File: config.mk
export PLATFORM = sky130hd
export DESIGN_NAME = instruction_prefetch_register
export DESIGN_NICKNAME = d
export VERILOG_FILES = /design/src/rtl/instruction_prefetch_register.sv
export SDC_FILE = /design/constraint.sdc
export NUM_CORES = 1
export LEC_CHECK = 0
export ABC_AREA = 1
export BUFFER_PORTS_ARGS = -buffer_cell sky130_fd_sc_hd__buf_2
export CORE_MARGIN = 2
export CORE_UTILIZATION = 50
export DETAILED_ROUTE_END_ITERATION = 8
export PLACE_DENSITY = 0.81
export SYNTH_ARGS = -nofsm -noshare
export SYNTH_HDL_FRONTEND = slang
export SYNTH_SLANG_ARGS = --single-unit
File: constraint.sdc
create_clock -name clock -period 1.9 [get_ports clock]
set_input_delay 0.285 -clock clock [delete_from_list [all_inputs] [get_ports clock]]
set_output_delay 0.285 -clock clock [all_outputs]
set_load 0.01 [all_outputs]
File: src/rtl/instruction_prefetch_register.sv
// Instruction prefetch register: pairs immediate-carrying instructions with the
// following word and queues complete instructions for the control unit.
module instruction_prefetch_register #(
  parameter int WORD_WIDTH    = 16,
  parameter int OPCODE_WIDTH  = 7,
  parameter int OPERAND_WIDTH = 3,
  parameter int DEPTH         = 2,
  parameter int IMM_BIT       = 6,
  localparam int CW = $clog2(DEPTH + 1)
) (
  input  logic                     clock,
  input  logic                     notReset,
  input  logic                     notFlush,
  input  logic                     inValid,
  input  logic [WORD_WIDTH-1:0]    in,
  output logic                     inReady,
  input  logic                     notNext,
  output logic                     outValid,
  output logic [OPCODE_WIDTH-1:0]  outOpcode,
  output logic [OPERAND_WIDTH-1:0] outOp0,
  output logic [OPERAND_WIDTH-1:0] outOp1,
  output logic [OPERAND_WIDTH-1:0] outOp2,
  output logic                     outHasImm,
  output logic [WORD_WIDTH-1:0]    outImm,
  output logic [CW-1:0]            outCount
);

  localparam int AW = (DEPTH > 1) ? $clog2(DEPTH) : 1;

  typedef enum logic [0:0] {IDLE = 1'b0, PEND = 1'b1} state_t;

  logic [WORD_WIDTH-1:0] word_mem_r [DEPTH];
  logic [WORD_WIDTH-1:0] imm_mem_r  [DEPTH];
  logic                  imm_flag_r [DEPTH];
  logic [AW-1:0]         wr_ptr_r;
  logic [AW-1:0]         rd_ptr_r;
  logic [CW-1:0]         count_r;
  state_t                state_r;
  logic [WORD_WIDTH-1:0] pend_r;

  logic                  out_valid_s;
  logic                  deq_s;
  logic                  in_ready_s;
  logic                  accept_s;
  logic                  imm_word_s;
  logic                  enq_s;
  logic [WORD_WIDTH-1:0] enq_word_s;
  logic [WORD_WIDTH-1:0] enq_imm_s;
  logic [WORD_WIDTH-1:0] head_word_s;
  logic                  head_has_imm_s;

  assign out_valid_s = (count_r != {CW{1'b0}});
  assign deq_s       = out_valid_s & ~notNext;
  // Readiness depends on occupancy and consume only, never on inValid.
  assign in_ready_s  = (count_r < CW'(DEPTH)) | deq_s;
  assign accept_s    = inValid & in_ready_s;
  assign imm_word_s  = in[WORD_WIDTH-OPCODE_WIDTH+IMM_BIT];
  assign enq_s       = accept_s & ((state_r == PEND) | ~imm_word_s);
  assign enq_word_s  = (state_r == PEND) ? pend_r : in;
  assign enq_imm_s   = (state_r == PEND) ? in : {WORD_WIDTH{1'b0}};

  assign head_word_s    = out_valid_s ? word_mem_r[rd_ptr_r] : {WORD_WIDTH{1'b0}};
  assign head_has_imm_s = out_valid_s & imm_flag_r[rd_ptr_r];

  assign inReady   = in_ready_s;
  assign outValid  = out_valid_s;
  assign outCount  = count_r;
  assign outOpcode = head_word_s[WORD_WIDTH-1 -: OPCODE_WIDTH];
  assign outOp0    = head_word_s[3*OPERAND_WIDTH-1 -: OPERAND_WIDTH];
  assign outOp1    = head_word_s[2*OPERAND_WIDTH-1 -: OPERAND_WIDTH];
  assign outOp2    = head_word_s[OPERAND_WIDTH-1:0];
  assign outHasImm = head_has_imm_s;
  assign outImm    = head_has_imm_s ? imm_mem_r[rd_ptr_r] : {WORD_WIDTH{1'b0}};

  // FIFO storage, pointers, occupancy and the word-pairing assembler FSM.
  always_ff @(posedge clock or negedge notReset) begin
    if (!notReset) begin
      for (int i = 0; i < DEPTH; i++) begin
        word_mem_r[i] <= {WORD_WIDTH{1'b0}};
        imm_mem_r[i]  <= {WORD_WIDTH{1'b0}};
        imm_flag_r[i] <= 1'b0;
      end
      wr_ptr_r <= {AW{1'b0}};
      rd_ptr_r <= {AW{1'b0}};
      count_r  <= {CW{1'b0}};
      state_r  <= IDLE;
      pend_r   <= {WORD_WIDTH{1'b0}};
    end else if (!notFlush) begin
      // Branch taken: the bus word of this cycle is consumed and dropped.
      wr_ptr_r <= {AW{1'b0}};
      rd_ptr_r <= {AW{1'b0}};
      count_r  <= {CW{1'b0}};
      state_r  <= IDLE;
      pend_r   <= {WORD_WIDTH{1'b0}};
    end else begin
      if (enq_s) begin
        word_mem_r[wr_ptr_r] <= enq_word_s;
        imm_mem_r[wr_ptr_r]  <= enq_imm_s;
        imm_flag_r[wr_ptr_r] <= (state_r == PEND);
        wr_ptr_r             <= wr_ptr_r + AW'(1);
      end
      if (deq_s) begin
        rd_ptr_r <= rd_ptr_r + AW'(1);
      end
      case ({enq_s, deq_s})
        2'b10:   count_r <= count_r + CW'(1);
        2'b01:   count_r <= count_r - CW'(1);
        default: count_r <= count_r;
      endcase
      if (accept_s) begin
        case (state_r)
          IDLE: begin
            if (imm_word_s) begin
              pend_r  <= in;
              state_r <= PEND;
            end else begin
              state_r <= IDLE;
            end
          end
          PEND: begin
            pend_r  <= {WORD_WIDTH{1'b0}};
            state_r <= IDLE;
          end
          default: state_r <= IDLE;
        endcase
      end
    end
  end

endmodule
==> results of run 1 <==
==> sequential cells by signal, summed over array words and instances, names as in the netlist <==
signal	cells
pend_r	16
state_r	1
rd_ptr_r	1
imm_mem_r	32
wr_ptr_r	1
word_mem_r	32
outCount	2
imm_flag_r	2
==> power by group through the flow <==
stage	Combinational (uW)	Sequential [uW]	Clock (uW)
after floorplan	771	2390	0
after global placement	1060	2420	0
after detailed placement	1100	2430	0
after CTS	1170	2380	1270
after global routing	1350	2430	1350
final	1190	2390	1240
==> cells in the final DEF (no fill, tap or decap) <==
master and instances:
a21boi_2 1, a21oi_1 33, a21oi_2 2, buf_12 2
buf_2 57, buf_4 15, buf_6 4, clkbuf_8 11
clkinv_4 1, clkinvlp_4 3, dfrtp_1 85, dfrtp_2 2
dlygate4sd3_1 1, inv_1 40, inv_2 1, inv_4 1
inv_6 1, nand2_1 177, nand2_2 1, nand2_4 3
nand3_1 17, nand3_4 1, nand4_1 1, nor2_1 3
nor2_2 1, nor2_4 1, nor2_8 1, nor3_2 1
o211ai_4 1, o21ai_0 60, o21ai_1 30, o21ai_2 9
o21ai_4 1, or2_4 1
==> tightest hold or removal path: stages <==
cell and delay [ns]:
buf_2 0.10, nand3_1 0.07, o21ai_0 0.07
==> stage by stage <==
stage	instances	total power [uW]	utilization	TNS, ns
final	674	4824	0.5898	0
after global routing	674	5126	0.5898	-0.02332
after CTS	671	4819	0.5850	0
after detailed placement	650	3538	0.5535	0
after global placement	650	3476	0.5535	0
after floorplan	504	3159	-	0
==> worst min-delay path by stage <==
stage	startpoint	end	slack, ns	cells after the start
after global placement	notReset	word_mem_r[0]	0.27	1
after global routing	in[9]	pend_r[9]	0.18	3
after detailed placement	notReset	word_mem_r[0]	0.28	1
after CTS	in[9]	pend_r[9]	0.18	3
final	in[9]	pend_r[9]	0.18	3
after floorplan	notReset	imm_flag_r[0]	-0.01	0
==> kinds of logic (layout without fill, tap and decap cells) <==
kind of cell | after synthesis | in the layout
and+or+nand+nor | 208 | 208
AOI/OAI and AO/OA | 137 | 137
DFF | 87 | 87
buffers and inverters | 72 | 137
==> area by class of cell <==
class | count | area share
clock buffer | 11 | 0.03156
clock inverter | 5 | 0.008346
timing repair buffer | 79 | 0.1028
sequential | 87 | 0.4544
multi-input combinational | 345 | 0.3422
inverter | 42 | 0.03339
tap | 105 | 0.02739
==> routing by layer <==
metal | part of all wire | wire length, um
met5 | 0 | 0
met1 | 0.47 | 4599
met3 | 0.050 | 482
met2 | 0.46 | 4479
met4 | 0.013 | 125
==> repair_timing <==
action                                 in CTS  in global routing
pin swaps                                   0                  1
gates cloned                                1                  1
resized for setup                           8                  6
buffers inserted                            3                  2
hold buffers                                1                  0
endpoints found under the hold margin      35                  0
setup endpoints to repair                  32                 24
==> impl_metrics.json, run 1 <==
{
  "status": "complete, no violations",
  "ys.flop_type": "dfrtp_1",
  "worstSetupPathDepth": 5,
  "p_seq_frac": 0.496,
  "async_reset_ff_frac": 1.000,
  "clk_path_buf_depth": 2,
  "cts_root_buffer": "clkbuf_8",
  "yosysTopAreaCellShare": 0.5247,
  "vias": 3490,
  "powerDensity_nw_per_um2": 1006,
  "cts_tree": "built",
  "relSlewSlack": 0.6772,
  "drt-pass1-iter-count": 4,
  "routabilityCongestion": 0.7820,
  "reg2reg_depth": 8,
  "crit_chain": "buf_4 -> o211ai_4 -> buf_4 -> a21oi_1 -> buf_2",
  "synth-edff-count": 0,
  "die_w_um": 95.10,
  "internal-power_uw": 3214,
  "cp.arrival_ns": 1.57,
  "antenna_cells": 0,
  "core_area_um2": 8134,
  "fmax_ghz": 0.5382,
  "final_area_um2": 4797,
  "syn-cell-area_um2": 4149,
  "synth_top_family_by_area": "simple AND/OR/NAND/NOR gates",
  "rrSetupSlack_ns": 0.16,
  "grt_pass1_vias": 3257,
  "syn_inst": 504,
  "p_switching_uw": 1610,
  "maxSlewViolCount": 0,
  "ios": 58,
  "rsz0062_at_grt": "yes",
  "use_met2": 0.3539,
  "synth_xor_area_frac": 0,
  "finalClockSkew_ns": 0.01178,
  "area_growth_pct": 15.62,
  "cts_buffers": 9,
  "ys_seq_elements": 87,
  "grt_max_degree": 53,
  "hpwl_mm": 6.507,
  "crit_family": "buffers and inverters",
  "total_leakage_power_uw": 0.002332,
  "vias_per_cell": 5.178,
  "antenna_found_initial": 0,
  "top_usage_layer": "met2",
  "synthAdderAreaFrac": 0,
  "worstSetupPathType": "register to output pin",
  "synth_seq_area_share": 0.5247,
  "startpoint": "rd_ptr_r",
  "postRouteAntennaNets": 0,
  "reg2reg_to": "imm_mem_r[2]",
  "pre_cts_ws_ns": 0.1783,
  "dieArea_um2": 9043,
  "end_kind": "output pin",
  "die_h_um": 95.10,
  "grt_first_pass_wirelength_mm": 15.95,
  "worstSetupEndpoint": "outImm[9]",
  "multiInputGateArea_um2": 1642,
  "met3_usage": 0.04269,
  "ys_top_cells_by_count": "177 x nand2_1, 87 x dfrtp_1, 60 x o21ai_0",
  "clockPowerShare": 0.257,
  "synth_nets": 525,
  "irDropWorstVdd_uv": 546.5,
  "grt_util_met1": 0.3311,
  "synth.avg_cell_area_um2": 8.232,
  "synth_area_leaders": "dfrtp_1 52%, nand2_1 16%, o21ai_0 7.2%",
  "synth_top_area_cell": "dfrtp_1",
  "h-tree-depth": 3,
  "regArea_um2": 2180,
  "rows": 33,
  "fin_ws_ns": 0.04197,
  "fin_nets": 585,
  "floorplan.initialDensity": 0.5101,
  "grt-ovfl-total": 0,
  "ys_types": 26,
  "timing.hold.ws_ns": 0.1779,
  "synth.most_common_cell": "nand2_1",
  "slowest_delay_ns": 0.41,
  "muxShareOfSynthArea": 0,
  "cp-start-kind": "register",
  "port_buffers": 57,
  "maxCapViolCount": 0,
  "worst-path-buf-inv": 3,
  "yosys.area_share.simple": 0.2099,
  "finalCritPeriodShare": 0.9779,
  "drtIter0Drc": 300,
  "power_frac_comb": 0.248,
  "required_ns": 1.62,
  "fillers": 754,
  "finalWirelength_mm": 9.686,
  "synth_compound_area_frac": 0.1794,
  "cpMostUsedCell": "buf_4",
  "cts.reportedPaths.clkPinSlew_ns": 0.09,
  "r2r-start": "outCount[0]",
  "worstMarginPinSlew_ns": 0.4842,
  "wl_per_cell_um": 14.37,
  "hold_path_class": "input pin to register",
  "cts_num_sinks": 87,
  "cpMaxStageDelayCell": "dfrtp_1",
  "yosysWarnings": 0,
  "switching_share": 0.3337,
  "finalHoldViolations": 0,
  "min_period_ns": 1.858,
  "drive_gt1_frac": 0.2144,
  "drc_errors": 0,
  "grt_use_total": 0.2303,
  "setup_viol": 0,
  "crit_fanout": 5,
  "placed_area_um2": 4502,
  "clock_latency_ns": 0.37
}
(Power assumes the default switching activity.)
==> inputs of run 2 (changes only) <==
Settings changed: PLACE_DENSITY 0.81 to 0.84.
Clock period 1.9 ns to 1.7 ns, I/O delays scaled along.
==> run 2 against run 1 <==
The run now ends with negative setup slack left. Die area did not move. Sequential share of layout area down 4.6 points. Utilization rose by 6.6 points. Global-route usage rose by 1.3 points. Cell area increased by 11%. Flip-flop and latch count unchanged. Cell count rose by 3.9%. Power rose by 21%. Hold slack got worse by 0.0071 ns. Worst setup slack worse by 0.14 ns. Register-to-register slack got worse by 0.25 ns. First-iteration DRC count up 36%. Critical path type unchanged. Critical endpoint is now outImm[6].
==> impl_metrics.json, run 2 (synthesized netlist as in run 1, its figures left out) <==
{
  "status": "complete, but fails checks",
  "violations": "negative setup slack",
  "fmax_ghz": 0.5558,
  "hold_path_class": "input pin to register",
  "p_switching_uw": 2050,
  "grt_max_degree": 40,
  "r2r-start": "outCount[1]",
  "hold_depth": 3,
  "crit_fanout": 8,
  "final_common_cell": "nand2_1",
  "area_growth_pct": 28.62,
  "timing.hold.ws_ns": 0.1708,
  "ios": 58,
  "final_util": 0.6561,
  "maxCapViolCount": 0,
  "grt-ovfl-total": 0,
  "cts_buffers": 9,
  "worstMarginPinSlew_ns": 0.5317,
  "grt_use_total": 0.2431,
  "fillers": 636,
  "power_frac_comb": 0.298,
  "end_kind": "output pin",
  "slowest_delay_ns": 0.43,
  "cts_num_sinks": 87,
  "drc_errors": 0,
  "die_h_um": 95.10,
  "fin_ws_ns": -0.09932,
  "worst_hold_path.endpoint": "pend_r[8]",
  "wl_per_cell_um": 17.62,
  "internal-power_uw": 3793,
  "routabilityCongestion": 0.8099,
  "drive_gt1_frac": 0.2773,
  "cts.reportedPaths.clkPinSlew_ns": 0.09,
  "placed_area_um2": 4529,
  "clock_latency_ns": 0.36,
  "drt-pass1-iter-count": 5,
  "finalHoldViolations": 0,
  "powerDensity_nw_per_um2": 1095,
  "regArea_um2": 2180,
  "h-tree-depth": 3,
  "cpMaxStageDelayCell": "dfrtp_2",
  "postRouteAntennaNets": 0,
  "finalClockSkew_ns": 0.007943,
  "reg2reg_depth": 10,
  "grt_pass1_vias": 3466,
  "dieArea_um2": 9043,
  "finalCritPeriodShare": 1.058,
  "min_period_ns": 1.799,
  "top_regs": "imm_mem_r (32), word_mem_r (32), pend_r (16)",
  "cp-start-kind": "register",
  "grt_first_pass_wirelength_mm": 16.82,
  "finalWirelength_mm": 12.33,
  "fin_nets": 611,
  "top_usage_layer": "met2",
  "grt_util_met1": 0.3269,
  "hpwl_mm": 6.724,
  "drtIter0Drc": 407,
  "relSlewSlack": 0.6455,
  "cp.arrival_ns": 1.54,
  "rsz0062_at_grt": "yes",
  "irDropWorstVdd_uv": 651.8,
  "antenna_found_initial": 0,
  "cts_root_buffer": "clkbuf_8",
  "multiInputGateArea_um2": 1804,
  "holdCritStartpoint": "in[8]",
  "pre_cts_ws_ns": 0.02951,
  "use_met2": 0.3967,
  "met3_usage": 0.04111,
  "antenna_cells": 0,
  "total_leakage_power_uw": 0.002546,
  "core_area_um2": 8134,
  "worstSetupPathType": "register to output pin",
  "die_w_um": 95.10,
  "rows": 33,
  "vias": 3922,
  "required_ns": 1.44,
  "cts_tree": "built",
  "clk_path_buf_depth": 2,
  "startpoint": "rd_ptr_r",
  "p_seq_frac": 0.466,
  "layout_common_cells": "172 x nand2_1, 85 x dfrtp_1, 58 x o21ai_0",
  "maxSlewViolCount": 0,
  "reg2reg_to": "imm_mem_r[20]",
  "vias_per_cell": 5.603,
  "switching_share": 0.3509,
  "final_area_um2": 5336,
  "clockPowerShare": 0.235,
  "crit_chain": "inv_2 -> or2_4 -> o211ai_4 -> a21oi_1 -> buf_2",
  "rrSetupSlack_ns": -0.09,
  "floorplan.initialDensity": 0.5101,
  "port_buffers": 57,
  "setup_viol": 46
}
==> run 2: worst max-delay path by stage <==
stage                         to  cells past startpoint
CTS                   outImm[15]                      5
detailed placement    outImm[15]                      5
global placement      outImm[15]                      5
global route        outOpcode[5]                      6
finish                 outImm[6]                      5
floorplan             outImm[10]                      6
==> run 2: worst max-delay path: cells and delay by family, from the launching register on <==
kind,cells,cell delay (ns)
AO/OA/AOI/OAI,2,0.25
buffers and inverters,2,0.21
flip-flops,1,0.43
AND/OR/NAND/NOR,1,0.30
==> run 2: per-layer routing <==
metal  wire length (um)  vias up
met1               4875     1908
li1                   -     1804
met4                399        0
met5                  0        -
met2               6276      174
met3                782       36
==> run 2: what timing repair did <==
item,in CTS,in global routing
endpoints found under the hold margin,37,0
hold buffers,1,0
gates resized for setup,22,33
buffers inserted,6,11
gates cloned,3,11
pin swaps,2,6
endpoints found under the setup margin,34,87
==> run 2: final cells by class <==
class | count | area share
Clock inverter | 6 | 0.01008
Inverter | 42 | 0.03142
Sequential cell | 87 | 0.4084
Multi-Input combinational cell | 350 | 0.3381
Timing Repair Buffer | 100 | 0.1615
Tap cell | 105 | 0.02462
Clock buffer | 10 | 0.02579
==> run 2: through the flow <==
stage	cells	total power (uW)	setup TNS (ns)
global route	700	6157	-5.968
global placement	652	3903	0
CTS	678	5582	-1.110
floorplan	504	3530	0
detailed placement	652	3982	0
finish	700	5843	-2.219
==> run 2: power groups by stage <==
stage / Clock, uW / Sequential [uW] / Combinational [uW]
3_3_place_gp: 0 / 2700 / 1200
3_5_place_dp: 0 / 2720 / 1260
4_1_cts: 1400 / 2690 / 1490
5_1_grt: 1490 / 2760 / 1900
2_1_floorplan: 0 / 2670 / 862
6_report: 1380 / 2730 / 1740
==> inputs of run 3 (changes only) <==
Settings changed: BUFFER_PORTS_ARGS -buffer_cell sky130_fd_sc_hd__buf_2 to unset, CTS_BUF_LIST set to sky130_fd_sc_hd__clkbuf_8, DONT_BUFFER_PORTS set to 1, PLACE_DENSITY 0.84 to 0.78.
==> run 3 against run 2 <==
Hold slack got worse by 0.58 ns. Cell area decreased by 7.6%. Sequential power about the same. Largest power group unchanged. Combinational power shrank 13%. Global-route usage fell by 0.71 points. The run ends with negative hold slack, negative setup slack left. Flip-flop and latch count did not move. Register-to-register slack gained 0.12 ns. Worst setup slack better by 0.053 ns. Largest cell class unchanged. Clock skew increased by 0.0022 ns. Clock power is essentially flat.
==> impl_metrics.json, run 3 (synthesized netlist as in run 1, its figures left out) <==
{
  "die_h_um": 95.10,
  "powerDensity_nw_per_um2": 1133,
  "fin_nets": 545,
  "status": "complete, but fails checks",
  "floorplan.initialDensity": 0.5101,
  "h-tree-depth": 3,
  "vias": 3448,
  "port_buffers": 0,
  "grt_pass1_vias": 3204,
  "top_regs": "imm_mem_r (32), word_mem_r (32), pend_r (16)",
  "clock_latency_ns": 0.36,
  "cts_num_sinks": 87,
  "finalClockSkew_ns": 0.01013,
  "layout_common_cells": "177 x nand2_1, 86 x dfrtp_1, 54 x o21ai_0",
  "hold_path_class": "input pin to asynchronous set/reset pin",
  "required_ns": 1.44,
  "fmax_ghz": 0.5728,
  "switching_share": 0.3295,
  "cts.reportedPaths.clkPinSlew_ns": 0.08,
  "hpwl_mm": 6.228,
  "postRouteAntennaNets": 0,
  "grt_max_degree": 88,
  "routabilityCongestion": 0.7949,
  "grt_first_pass_wirelength_mm": 16.30,
  "drive_gt1_frac": 0.1932,
  "cts_root_buffer": "clkbuf_8",
  "vias_per_cell": 5.447,
  "area_growth_pct": 18.79,
  "final.setup.tns_ns": -0.4931,
  "drc_errors": 0,
  "finalHoldViolations": 87,
  "cp.arrival_ns": 1.49,
  "crit_fanout": 6,
  "rrSetupSlack_ns": 0.03,
  "clk_path_buf_depth": 2,
  "relSlewSlack": 0.7403,
  "finalCritPeriodShare": 1.027,
  "clockPowerShare": 0.244,
  "cp-start-kind": "register",
  "end_kind": "output pin",
  "maxSlewViolCount": 0,
  "timing.hold.ws_ns": -0.4103,
  "regArea_um2": 2178,
  "grt_use_total": 0.2360,
  "fin_ws_ns": -0.04593,
  "drt-pass1-iter-count": 5,
  "power_frac_comb": 0.272,
  "antenna_cells": 0,
  "total_leakage_power_uw": 0.002177,
  "cts_tree": "built",
  "pre_cts_ws_ns": 0.1061,
  "p_seq_frac": 0.484,
  "internal-power_uw": 3743,
  "fin_cells": 633,
  "ios": 58,
  "maxCapViolCount": 0,
  "rsz0062_at_grt": "yes",
  "p_switching_uw": 1839,
  "irDropWorstVdd_uv": 639.6,
  "core_area_um2": 8134,
  "wl_per_cell_um": 16.11,
  "grt-ovfl-total": 0,
  "worstMarginPinSlew_ns": 0.3854,
  "die_w_um": 95.10,
  "dp.cells": 611,
  "setup_viol": 21,
  "final_common_cell": "nand2_1",
  "dieArea_um2": 9043,
  "worstSetupPathType": "register to output pin",
  "min_period_ns": 1.746,
  "violations": "negative hold slack, negative setup slack",
  "multiInputGateArea_um2": 1863,
  "antenna_found_initial": 0,
  "finalWirelength_mm": 10.20,
  "fillers": 685,
  "drtIter0Drc": 274,
  "cts_buffers": 9,
  "rows": 33
}
-- run 3: changes by cell type in the layout (fill, tap and decap cells not counted), moves of 8 or more --
cell     previous run  this run
a21oi_1            24        16
a21oi_2            11         3
a21oi_4             0        16
buf_2              56         0
buf_4              20        28
-- run 3: power by group through the flow --
stage,logic (uW),clock network [uW],registers (uW)
global route,1680,1470,2740
floorplan,862,0,2670
global placement,1160,0,2700
CTS,1460,1390,2680
finish,1520,1360,2700
detailed placement,1200,0,2710
-- run 3: per-layer routing --
metal | global-route usage | vias up | wire length [um] | part of all wire
met1 | 0.3321 | 1643 | 4595 | 0.45
li1 | - | 1663 | - | -
met4 | 0.05314 | 0 | 120 | 0.012
met3 | 0.06957 | 14 | 681 | 0.067
met2 | 0.3638 | 128 | 4803 | 0.47
met5 | 0 | - | 0 | 0
-- run 3: repair_timing --
item                                    4_1_cts  5_1_grt
endpoints found under the setup margin       33       56
gates resized for setup                      51       20
gates cloned                                  3        0
hold endpoints to repair                     87       87
buffers inserted                              4        0
pin swaps                                     2        1
-- run 3: final cells by class --
| class | instances | share of cell area |
|---|---|---|
| repair buffers | 39 | 0.08251 |
| clock inverters | 6 | 0.01117 |
| well taps | 105 | 0.02666 |
| inverters | 42 | 0.03453 |
| clock buffers | 9 | 0.02513 |
| multi-input cells | 345 | 0.3780 |
| flip-flops and latches | 87 | 0.4420 |
-- run 3: per-stage QoR --
stage / utilization / hold WS [ns] / instance area (um^2) / power, uW
finish: 0.6059 / -0.4103 / 4928 / 5582
global route: 0.6059 / -0.4454 / 4928 / 5887
CTS: 0.5947 / -0.4302 / 4837 / 5528
detailed placement: 0.5362 / -0.03807 / 4362 / 3912
global placement: 0.5362 / -0.03752 / 4362 / 3855
floorplan: - / -0.04059 / 4149 / 3530
-- run 3: worst max-delay path: stages (launching register included) --
cell and delay (ns):
dfrtp_2 0.43, inv_2 0.07, or2_4 0.24, o211ai_4 0.13
clkbuf_16 0.23, a21oi_4 0.04
-- run 3: worst paths after layout --
kind                            cells past startpoint             end            from
worst max-delay path                                5       outImm[3]        rd_ptr_r
worst min-delay path                                0  word_mem_r[16]        notReset
worst max register to register                      9  word_mem_r[27]     outCount[0]
worst min register to register                      2  word_mem_r[17]  word_mem_r[17]
max in group asynchronous                           0        rd_ptr_r        notReset
min in group clock                                  2        rd_ptr_r        notFlush
